==> src/rtl/seg7_pkg.sv <==
// Shared types and default constants for the seven-segment scan blocks.
package seg7_pkg;

    typedef enum logic {
        SCAN_IDLE = 1'b0,
        SCAN_RUN  = 1'b1
    } scan_state_t;

    localparam int DEF_NUM_DIGITS   = 4;
    localparam int DEF_DIV_WIDTH    = 17;
    localparam int DEF_BLANK_CYCLES = 64;

endpackage

==> src/rtl/anode_scan_timer_slot_prescaler.sv <==
// Slot prescaler: counts 0..tc, wraps to 0 after tc, flags the terminal count.
// clr has priority over counting; while run is low and clr is low the count holds.
module slot_prescaler #(
    parameter int DIV_WIDTH = seg7_pkg::DEF_DIV_WIDTH
) (
    input  logic                 clk,
    input  logic                 rst_n,
    input  logic                 clr,
    input  logic                 run,
    input  logic [DIV_WIDTH-1:0] tc,
    output logic [DIV_WIDTH-1:0] cnt,
    output logic                 tick
);

    logic [DIV_WIDTH-1:0] cnt_q;

    assign cnt  = cnt_q;
    assign tick = (cnt_q == tc);

    // Count register: clear, wrap at terminal count, or advance.
    always_ff @(posedge clk or negedge rst_n) begin
        if (!rst_n) begin
            cnt_q <= '0;
        end else if (clr) begin
            cnt_q <= '0;
        end else if (run) begin
            cnt_q <= tick ? '0 : cnt_q + 1'b1;
        end
    end

endmodule

==> src/rtl/anode_scan_timer.sv <==
// Digit-scan timer for a multiplexed seven-segment display. Each slot lasts
// period_q+1 clocks; the first BLANK_CYCLES clocks of a slot keep all anodes
// off to suppress ghosting. period and digit_mask are captured only when a
// scan starts and at slot boundaries, so a slot never changes length or mask
// part-way through. Every output is decoded from registers only.
module anode_scan_timer
    import seg7_pkg::*;
#(
    parameter int NUM_DIGITS   = DEF_NUM_DIGITS,
    parameter int DIV_WIDTH    = DEF_DIV_WIDTH,
    parameter int BLANK_CYCLES = DEF_BLANK_CYCLES,
    parameter int IDX_W        = (NUM_DIGITS > 1) ? $clog2(NUM_DIGITS) : 1
) (
    input  logic                  clk,
    input  logic                  rst_n,
    input  logic                  en,
    input  logic [DIV_WIDTH-1:0]  period,
    input  logic [NUM_DIGITS-1:0] digit_mask,
    output logic [IDX_W-1:0]      digit_sel,
    output logic [NUM_DIGITS-1:0] anode_n,
    output logic                  slot_tick,
    output logic                  frame_tick
);

    localparam logic [IDX_W-1:0]     LAST_IDX = IDX_W'(NUM_DIGITS - 1);
    localparam logic [DIV_WIDTH-1:0] BLANK_W  = DIV_WIDTH'(BLANK_CYCLES);

    scan_state_t           state_q, state_d;
    logic [IDX_W-1:0]      digit_sel_q;
    logic [DIV_WIDTH-1:0]  period_q;
    logic [NUM_DIGITS-1:0] mask_q;
    logic [DIV_WIDTH-1:0]  cnt;
    logic                  tick;
    logic                  running;

    assign running = (state_q == SCAN_RUN);

    // Counter is held at zero whenever the next cycle is not a running cycle.
    slot_prescaler #(
        .DIV_WIDTH (DIV_WIDTH)
    ) u_prescaler (
        .clk   (clk),
        .rst_n (rst_n),
        .clr   (!running || !en),
        .run   (running),
        .tc    (period_q),
        .cnt   (cnt),
        .tick  (tick)
    );

    // State register.
    always_ff @(posedge clk or negedge rst_n) begin
        if (!rst_n) begin
            state_q <= SCAN_IDLE;
        end else begin
            state_q <= state_d;
        end
    end

    // Next state: en starts the scan and dropping en abandons it at once.
    always_comb begin
        state_d = state_q;
        case (state_q)
            SCAN_IDLE: if (en)  state_d = SCAN_RUN;
            SCAN_RUN:  if (!en) state_d = SCAN_IDLE;
            default:   state_d = SCAN_IDLE;
        endcase
    end

    // Digit index and captured period/mask; reload at start and slot ends.
    always_ff @(posedge clk or negedge rst_n) begin
        if (!rst_n) begin
            digit_sel_q <= '0;
            period_q    <= '0;
            mask_q      <= '0;
        end else if (!running || !en) begin
            digit_sel_q <= '0;
            if (!running && en) begin
                period_q <= period;
                mask_q   <= digit_mask;
            end else begin
                period_q <= '0;
                mask_q   <= '0;
            end
        end else if (tick) begin
            digit_sel_q <= (digit_sel_q == LAST_IDX) ? '0 : digit_sel_q + 1'b1;
            period_q    <= period;
            mask_q      <= digit_mask;
        end
    end

    assign digit_sel  = digit_sel_q;
    assign slot_tick  = running && tick;
    assign frame_tick = running && tick && (digit_sel_q == LAST_IDX);

    // Anode decode: at most the current digit lights, after the dead-time.
    always_comb begin
        anode_n = '1;
        for (int i = 0; i < NUM_DIGITS; i++) begin
            if (running && (cnt >= BLANK_W) && (digit_sel_q == IDX_W'(i)) && !mask_q[i]) begin
                anode_n[i] = 1'b0;
            end
        end
    end

endmodule

==> config.mk <==
export PLATFORM = sky130hd
export DESIGN_NAME = anode_scan_timer
export DESIGN_NICKNAME = d
export VERILOG_FILES = /design/src/rtl/seg7_pkg.sv /design/src/rtl/anode_scan_timer_slot_prescaler.sv /design/src/rtl/anode_scan_timer.sv
export SDC_FILE = /design/constraint.sdc
export NUM_CORES = 1
export LEC_CHECK = 0
export BUFFER_PORTS_ARGS = -buffer_cell sky130_fd_sc_hd__clkbuf_2
export CORE_UTILIZATION = 30
export CTS_CLUSTER_SIZE = 24
export DETAILED_ROUTE_END_ITERATION = 7
export PLACE_DENSITY = 0.53
export SYNTH_ARGS = -nofsm -noshare
export SYNTH_HDL_FRONTEND = slang
export SYNTH_SLANG_ARGS = --single-unit
==> constraint.sdc <==
create_clock -name clk -period 2 [get_ports clk]
set_input_delay 0.3 -clock clk [delete_from_list [all_inputs] [get_ports clk]]
set_output_delay 0.3 -clock clk [all_outputs]
set_load 0.02 [all_outputs]
## After elaboration in Yosys (flattened, before gate mapping)

Cells that the tools add are included.
Widths: inputs -> output; s select.

- Flip-flop bits (word level): 41
- Latch bits: 0
- Bits in writable memories: 0
- Bits in read-only memories: 0
- Input port bits: 24
- Output and inout port bits: 8
- Word-level logic and storage cells: 51
- Memories kept: 0

- Add/sub/neg operators: 2
- Multiply operators: 0
- Div/mod/pow operators: 0
- Magnitude comparators: 1
- Eq/ne operators: 4
- Shift-type cells: 0
- Multiplexer cells: 17
- Bitwise logic cells: 0
- Reduce and logical (&&, ||, !) cells: 22

Operators with widths:

| cell | number |
|---|---|
| $mux 17 | 6 |
| $add 17x1->17 const B | 1 |
| $eq 17x17->1 | 1 |
| $ge 17x7->1 const B | 1 |
| $logic_and 1x1->1 | 12 |
| $mux 4 | 3 |
| $logic_not 1->1 | 6 |
| $mux 2 | 3 |
| $mux 1 | 5 |
| $eq 2x2->1 const B | 2 |
| $reduce_bool 2->1 | 2 |
| $add 2x1->2 const B | 1 |
| $eq 2x1->1 const B | 1 |
| $logic_not 2->1 | 1 |
| $logic_or 1x1->1 | 1 |

## Depth between registers and ports, before layout

Gate-level depths: netlist of run 1.

- Depth after elaboration: 5
- Depth in mapped cells: 8

## Hierarchy

A second synthesis of run 1 with hierarchy kept.

- Cells, all modules: 232
- Area, all modules: 2219.6 um^2

By module, submodules not included:

| module | instances | cells an instance | area each (um^2) | sequential area each (um^2) |
|---|---|---|---|---|
| slot_prescaler | 1 | 114 | 1126.1 | 425.4 |
| anode_scan_timer | 1 | 118 | 1093.5 | 600.6 |

## Least setup slack after synthesis of run 1

Ideal clock, no wire load.

- Path type: reg-to-output
- Start: register u_prescaler.cnt_q[4], in the netlist u_prescaler.cnt[4]
- End: output frame_tick
- Arrival: 1.749 ns
- Setup slack: -0.049 ns
- Stages on the path, launching flop included: 8
- Path through: dfrtp_1 -> buf_6 -> xor2_1 -> nor4_2 -> nand3_1 -> buf_6 -> nor3_4 -> and2_1

- Cells in the longest elaborated chain, start to end: 3

RTL lines:

| item | RTL line | text |
|---|---|---|
| from (decl) | anode_scan_timer_slot_prescaler.sv:15 | `logic [DIV_WIDTH-1:0] cnt_q;` |
| from (signal assigned) | anode_scan_timer_slot_prescaler.sv:27 | `cnt_q <= tick ? '0 : cnt_q + 1'b1;` |
| $eq 17x17->1 | anode_scan_timer_slot_prescaler.sv:18 | `assign tick = (cnt_q == tc);` |
| $logic_and 1x1->1 | n/a |  |
| named net slot_tick | anode_scan_timer.sv:21 | `output logic slot_tick,` |
| $logic_and 1x1->1 | anode_scan_timer.sv:94 | `assign frame_tick = running && tick && (digit_sel_q == LAST_IDX);` |
| to (decl) | anode_scan_timer.sv:22 | `output logic frame_tick` |

The timed path passes the listed nets, and every way through them passes these cells.

## Worst setup path after layout of run 1

- Start: register period_q[3]
- End: output frame_tick

- Cells in the longest elaborated chain, start to end: 3

RTL lines:

| item | RTL line | text |
|---|---|---|
| from (decl) | anode_scan_timer.sv:30 | `logic [DIV_WIDTH-1:0] period_q;` |
| from (signal assigned) | anode_scan_timer.sv:79 | `period_q <= period;` |
| from (signal assigned) | anode_scan_timer.sv:87 | `period_q <= period;` |
| $eq 17x17->1 | anode_scan_timer_slot_prescaler.sv:18 |  |
| $logic_and 1x1->1 (2 in a row) | anode_scan_timer.sv:94 |  |

Every way passes these cells.

==> key figures, run 1 <==
Synthesis
  • Unique cell type count in the Yosys netlist: 31
  • Xor/xnor share of the synthesized area: 0.110
  • Synth Area in Compound Gates: 0.0881
  • Largest family of logic cells by synthesized area: simple AND/OR/NAND/NOR gates
  • #FFs+latches synth: 41
  • Syn Area/Cell: 9.17 µm²
  • Syn nets: 309
  • Sequential area share after synthesis: 0.401
  • Mux share of post-synthesis cell area: 0
  • Cells after Synth: 279
  • Simple-Gate Fraction of Synth Area: 0.304
  • Mapped Area: 2560 µm²
  • Synth Area in Adders: 0.0294
  • YS warnings: 0

Timing
  • Setup TNS: -0.287 ns
  • Clock Skews: 0.00913 ns
  • Worst-margin pin slew: 0.544 ns
  • Fin crit period: 2.16 ns
  • Fin crit share: 1.08
  • RSZ-0062 raised after global routing: yes
  • Final Slew Violations: 0
  • Final setup fails: 2
  • Slew margin rel.: 0.637
  • Final hold violations: 0
  • Fmax: 463 MHz
  • Final worst slack: -0.158 ns
  • Worst hold margin: 0.0830 ns

Global routing
  • All-Layer GR Usage: 0.160
  • Number of global-route vias before repair: 2095
  • Initial antenna violation count: 0
  • First-pass GRT wire length: 10900 µm
  • Gr ovfl total: 0
  • Largest net degree at the start of global routing: 42

Final layout
  • Ant. Diodes: 0
  • Seq. cell area: 1030 µm²
  • Synth-to-layout area growth: 21.4%
  • Multi-input logic area: 1410 µm²
  • Layout cell share with drive strength beyond 1: 0.252
  • Fill count: 845
  • Post-layout nets: 354

Placed design
  • Place WS: 0.122 ns
  • Hpwl dp: 4730 µm
  • Placer Congestion: 0.847
  • Port bufs: 31

Detailed routing
  • Via density per instance: 5.15
  • DR vias: 2215
  • Routed len/inst: 15.3 µm
  • Initial DRC count: 95
  • # DRC: 0
  • DRT Pass-1 Iters: 4
  • Final wirelength: 6600 µm
  • Routed Antenna Nets: 0

Flow run
  • Max Cap Violations: 0

Floorplan
  • Io pins: 32
  • Initial Util: 0.311
  • Die width: 94.3 µm
  • Core area: 8220 µm²
  • Die extent in y: 94.3 µm
  • Row count: 33
  • Total die area: 8900 µm²

Worst setup path
  • CP required: 1.70 ns
  • Reg2Reg Setup Slack: 0.13 ns
  • CP Class: flop to primary output
  • Top cell family by delay on the critical path: simple AND/OR/NAND/NOR gates
  • Slowest stage delay, CP: 0.40 ns
  • Startpoint types: flop
  • Critical path fanouts, max: 2
  • Critical Path AT: 1.86 ns
  • CP endpoint kind: primary output
  • Cell-by-cell trace of the critical path: xor2_1 -> nor4_2 -> nand3_1 -> nor3_4 -> and2_4 -> clkbuf_8
  • Worst Path Buf+Inv: 1
  • Slowest CP cell: dfrtp_1

Clock network
  • H-tree Lvls: 2
  • CTS max path bufs: 2
  • CTS root buf: clkbuf_8
  • CTS tree: built
  • CTS Buf Count: 5
  • Clock insertion delay at the later pin of the skew report: 0.29 ns
  • # clock sinks: 41
  • Clk slew on worst S/H paths: 0.08 ns

Run status
  • Outcome: finished, violations left
  • Failing checks: negative setup slack

Pwr
  • Max VDD drop: 226 µV
  • Pleak: 0.00144 µW
  • PD cells: 653 nW/µm²

Min path
  • Worst Hold Class: primary input to async pin
## cell type report
cell class / instances / area share
Multi-Input combinational cell: 209 / 0.453
Sequential cell: 41 / 0.331
Clock inverter: 1 / 0.00967
Inverter: 8 / 0.00967
Timing Repair Buffer: 59 / 0.127
Clock buffer: 7 / 0.0278
Tap cell: 105 / 0.0423
## cells in the final DEF (no fill, tap or decap), types with 6 or more instances in the layout
master / count
a22oi_1: 17
and3_1: 18
buf_4: 27
clkbuf_2: 29
clkbuf_8: 8
dfrtp_1: 41
ha_1: 6
inv_1: 8
nand2_1: 30
nand3_1: 23
nand4_1: 25
nor2_1: 18
nor2_2: 6
xnor2_1: 14
xor2_1: 17
## synthesized netlist by cell type
cell type | number | area (µm²)
inv_1 | 8 | 30.0
nor4b_2 | 1 | 15.0
nor2b_1 | 1 | 6.26
nor3_1 | 4 | 20.0
nor4_1 | 3 | 18.8
a31oi_1 | 1 | 6.26
buf_2 | 6 | 30.0
and3_1 | 18 | 113
o21ai_4 | 1 | 16.3
xor2_1 | 17 | 149
and2_1 | 2 | 12.5
dfrtp_1 | 41 | 1030
buf_6 | 7 | 78.8
nand2_1 | 30 | 113
a2bb2oi_1 | 4 | 35.0
o21ai_0 | 2 | 10.0
nor2_1 | 18 | 67.6
ha_1 | 6 | 75.1
or2_1 | 1 | 6.26
a22oi_1 | 17 | 128
clkbuf_1 | 7 | 26.3
nor3_4 | 1 | 16.3
nand3_1 | 23 | 115
nand4_1 | 25 | 156
o211ai_1 | 4 | 30.0
nor2_2 | 6 | 37.5
and4_1 | 3 | 26.3
xnor2_1 | 15 | 131
nor4_2 | 2 | 25.0
nand3b_1 | 4 | 30.0
buf_4 | 1 | 7.51
## through the flow
stage	total power [µW]	area, µm²	cells	utilization
2_1_floorplan	1210	2560	279	-
3_3_place_gp	1340	2900	419	0.353
3_5_place_dp	1350	2900	419	0.353
4_1_cts	2050	3070	429	0.374
5_1_grt	2140	3100	430	0.378
6_report	2030	3100	430	0.378
## repair_timing
action / 4_1_cts / 5_1_grt
pin swaps: 1 / 1
gates resized for setup: 7 / 3
buffers inserted: 2 / 1
hold buffers: 0 / 0
endpoints found under the setup margin: 6 / 6
## sequential cells by signal, summed over array words and instances, names as in the netlist
signal / cells
period_q: 17
u_prescaler.cnt: 17
mask_q: 4
digit_sel: 2
running: 1
## power breakdown
group / total (µW) / switching (µW) / internal, µW
Combinational: 415 / 253 / 161
Clock: 687 / 280 / 407
Sequential: 924 / 44.8 / 879
## worst register-to-register path, delay by kind of cell, from the launching register on
family / cells / cell delay (ns)
AOI/OAI and AO/OA: 1 / 0.16
xor gates and xnor gates: 1 / 0.18
and+or+nand+nor: 3 / 0.59
buffers and inverters: 2 / 0.43
DFF: 1 / 0.40
## layer usage
layer | vias to the layer above | part of all wire | track usage
li1 | 1081 | - | -
met4 | 0 | 0.012 | 0.0462
met2 | 53 | 0.46 | 0.249
met5 | - | 0 | 0
met3 | 6 | 0.036 | 0.0266
met1 | 1075 | 0.49 | 0.227
## final timing paths
| check | start | to | cells past startpoint |
|---|---|---|---|
| worst max-delay path | period_q[3] | frame_tick | 6 |
| worst min-delay path | rst_n | u_prescaler.cnt[1] | 2 |
| worst max register to register | period_q[3] | u_prescaler.cnt[6] | 7 |
| worst min register to register | mask_q[1] | mask_q[1] | 2 |
| max in group asynchronous | rst_n | period_q[8] | 2 |
| min in group clk | digit_mask[2] | mask_q[2] | 3 |
## kinds of logic (layout without fill, tap and decap cells)
logic type / Yosys count / in the layout
AOI/OAI and AO/OA: 29 / 29
adders and majority gates: 6 / 6
buffers and inverters: 29 / 75
DFF: 41 / 41
xor gates and xnor gates: 32 / 32
and+or+nand+nor: 142 / 142
Power figures use the tool's default switching activity.
==> inputs of run 2 (changes only) <==
--- a/config.mk
+++ b/config.mk
@@ -5,11 +5,14 @@
 export SDC_FILE = /design/constraint.sdc
 export NUM_CORES = 1
 export LEC_CHECK = 0
+export ABC_AREA = 1
 export BUFFER_PORTS_ARGS = -buffer_cell sky130_fd_sc_hd__clkbuf_2
+export CELL_PAD_IN_SITES_DETAIL_PLACEMENT = 1
+export CELL_PAD_IN_SITES_GLOBAL_PLACEMENT = 1
 export CORE_UTILIZATION = 30
 export CTS_CLUSTER_SIZE = 24
 export DETAILED_ROUTE_END_ITERATION = 7
-export PLACE_DENSITY = 0.53
+export PLACE_DENSITY = 0.67
 export SYNTH_ARGS = -nofsm -noshare
 export SYNTH_HDL_FRONTEND = slang
 export SYNTH_SLANG_ARGS = --single-unit
==> run 2 against run 1 <==
Against the previous run: the flow finishes with violations (negative hold slack); core utilization rose by 0.27 points; cell count rose by 12%; worst setup slack improved by 0.24 ns; total power fell by 5.1%; clock skew fell by 0.0044 ns; cell area fell by 5.3%; clock power rose by 18%; maximum frequency rose by 13%; largest power group unchanged.
==> key figures, run 2 <==
Run status
  • Outcome: finished, violations left
  • Failing checks: negative hold slack

Clock network
  • CTS max path bufs: 2
  • CTS root buf: clkbuf_8
  • CTS tree: built
  • Clock insertion delay at the later pin of the skew report: 0.30 ns
  • Hold-fix buffers, CTS: 0
  • CTS Buf Count: 5
  • Clk slew on worst S/H paths: 0.09 ns
  • # clock sinks: 41
  • H-tree Lvls: 2

Detailed routing
  • DRT Pass-1 Iters: 4
  • Routed Antenna Nets: 0
  • Via density per instance: 4.55
  • # DRC: 0
  • DR vias: 2182
  • Routed len/inst: 13.1 µm
  • Final wirelength: 6310 µm
  • Initial DRC count: 90

Global routing
  • Number of global-route vias before repair: 2183
  • Initial antenna violation count: 0
  • First-pass GRT wire length: 10400 µm
  • Gr ovfl total: 0
  • All-Layer GR Usage: 0.160
  • Largest net degree at the start of global routing: 23

Worst setup path
  • Critical path fanouts, max: 4
  • Cells on worst reg2reg path: 9
  • CP required: 1.70 ns
  • Critical Path AT: 1.62 ns
  • Startpoint types: flop
  • CP endpoint kind: primary output
  • CP Class: flop to primary output

Pwr
  • PD cells: 654 nW/µm²
  • Pleak: 0.00157 µW
  • Max VDD drop: 349 µV

Synthesis
  • Synth area leader: dfrtp_1
  • Synth top area cells: dfrtp_1 43%, nand2_1 18%, inv_1 7.8%
  • EDFF count, synth: 0
  • #FFs+latches synth: 41
  • YS warnings: 0
  • Async SR Flop Fraction: 1.00
  • Syn Area/Cell: 7.15 µm²
  • Share of the synthesized area in the top cell type: 0.426
  • Mapped Area: 2410 µm²
  • Most frequent cells after synthesis: 114 x nand2_1, 50 x inv_1, 41 x dfrtp_1
  • Cells after Synth: 337
  • Main synth FF type: dfrtp_1
  • Syn nets: 367
  • Sequential area share after synthesis: 0.426
  • Unique cell type count in the Yosys netlist: 24
  • Most common cell in the synthesized netlist: nand2_1

Floorplan
  • Die extent in y: 91.6 µm
  • Io pins: 32
  • Total die area: 8390 µm²
  • Row count: 32
  • Core area: 7730 µm²
  • Initial Util: 0.312
  • Die width: 91.6 µm

Timing
  • Worst hold margin: -0.00145 ns
  • Setup TNS: 0 ns
  • Fin crit period: 1.92 ns
  • Clock Skews: 0.00477 ns
  • Final hold violations: 8
  • Final Slew Violations: 0
  • Slew margin rel.: 0.599
  • Final setup fails: 0
  • Fmax: 522 MHz
  • Fin crit share: 0.958
  • Final worst slack: 0.0849 ns
  • Worst-margin pin slew: 0.601 ns
  • RSZ-0062 raised after global routing: yes

Final layout
  • Synth-to-layout area growth: 22.1%
  • Post-layout nets: 407
  • Final Util: 0.381
  • Layout Cells excl Fill: 480
  • Layout cell share with drive strength beyond 1: 0.196
  • Most common cell after layout, fill and taps aside: nand2_1
  • Ant. Diodes: 0
  • Commonest cells after routing, fill and taps aside: 114 x nand2_1, 49 x inv_1, 38 x nor2_1, 36 x dfrtp_1, 31 x nand3_1

Placed design
  • Placed Cells: 464
  • Placer Congestion: 0.806
  • Hpwl dp: 4640 µm
  • Port bufs: 31
  • Place WS: 0.179 ns

Min path
  • Worst Hold Class: primary input to async pin

Flow run
  • Max Cap Violations: 0
-- run 2: cell types whose count changed after synthesis, sizes merged, moves of 17 or more --
cell   previous run  this run
nand2            30       115
and3             18         0
nand4            25         5
inv               8        53
a22oi            17         0
nor2             24        41
-- run 2: logic make-up (layout without fill, tap and decap cells) --
family,after synthesis,count (layout),synth area share
buffers and inverters,67,108,0.115
flip-flops,41,41,0.426
AND/OR/NAND/NOR,200,200,0.347
AO/OA/AOI/OAI,2,2,0.00467
XOR/XNOR,21,21,0.0764
adder cells (fa/ha/maj),6,6,0.0312
-- run 2: timing repair --
action | 4_1_cts | 5_1_grt
pin swaps | 2 | 3
endpoints found under the setup margin | 6 | 6
gates resized for setup | 4 | 14
buffers inserted | 2 | 6
-- run 2: power breakdown --
| part | switching (µW) | internal [µW] | leakage [µW] | total (µW) |
|---|---|---|---|---|
| Combinational | 132 | 81.7 | 0.000963 | 213 |
| Sequential | 33.8 | 865 | 0.000539 | 899 |
| Clock | 315 | 496 | 0.0000681 | 811 |
-- run 2: path summary, 6_finish.rpt --
| check | startpoint | end | slack, ns |
|---|---|---|---|
| max in group asynchronous | rst_n | u_prescaler.cnt[11] | 1.46 |
| hold / removal | rst_n | u_prescaler.cnt[9] | -0.001 |
| setup reg to reg | u_prescaler.cnt[4] | period_q[5] | 0.22 |
| hold reg to reg | mask_q[2] | mask_q[2] | 0.52 |
| min in group clk | period[11] | period_q[11] | 0.28 |
| setup / recovery | u_prescaler.cnt[14] | anode_n[0] | 0.08 |
-- run 2: worst max-delay path, stage by stage, from the launching register on --
cell and delay (ns):
dfrtp_1 0.40, buf_4 0.16, nor4_4 0.30, a31oi_4 0.18
nand3_1 0.10, clkbuf_2 0.17
-- run 2: per-layer routing --
metal,global-route usage,wire (µm),vias to the layer above
li1,-,-,1080
met1,0.211,3050,1072
met2,0.268,3020,23
met3,0.0276,122,7
met4,0.0476,118,0
met5,0,0,-
-- run 2: per-stage QoR --
step / total power (µW) / hold slack [ns] / instance area (µm²)
after floorplan: 1040 / 0.00441 / 2410
after global placement: 1120 / 0.325 / 2690
final: 1920 / -0.00145 / 2940
after global routing: 2010 / 0.0384 / 2940
after CTS: 1950 / 0.0138 / 2850
after detailed placement: 1130 / 0.334 / 2690
-- run 2: layout make-up --
cell class                      instances  area, µm²
Fill cell                             993       4790
Sequential cell                        41       1030
Tap cell                              102        128
Clock buffer                            5       68.8
Inverter                               53        199
Multi-Input combinational cell        229       1150
Clock inverter                          3       65.1
Timing Repair Buffer                   47        293
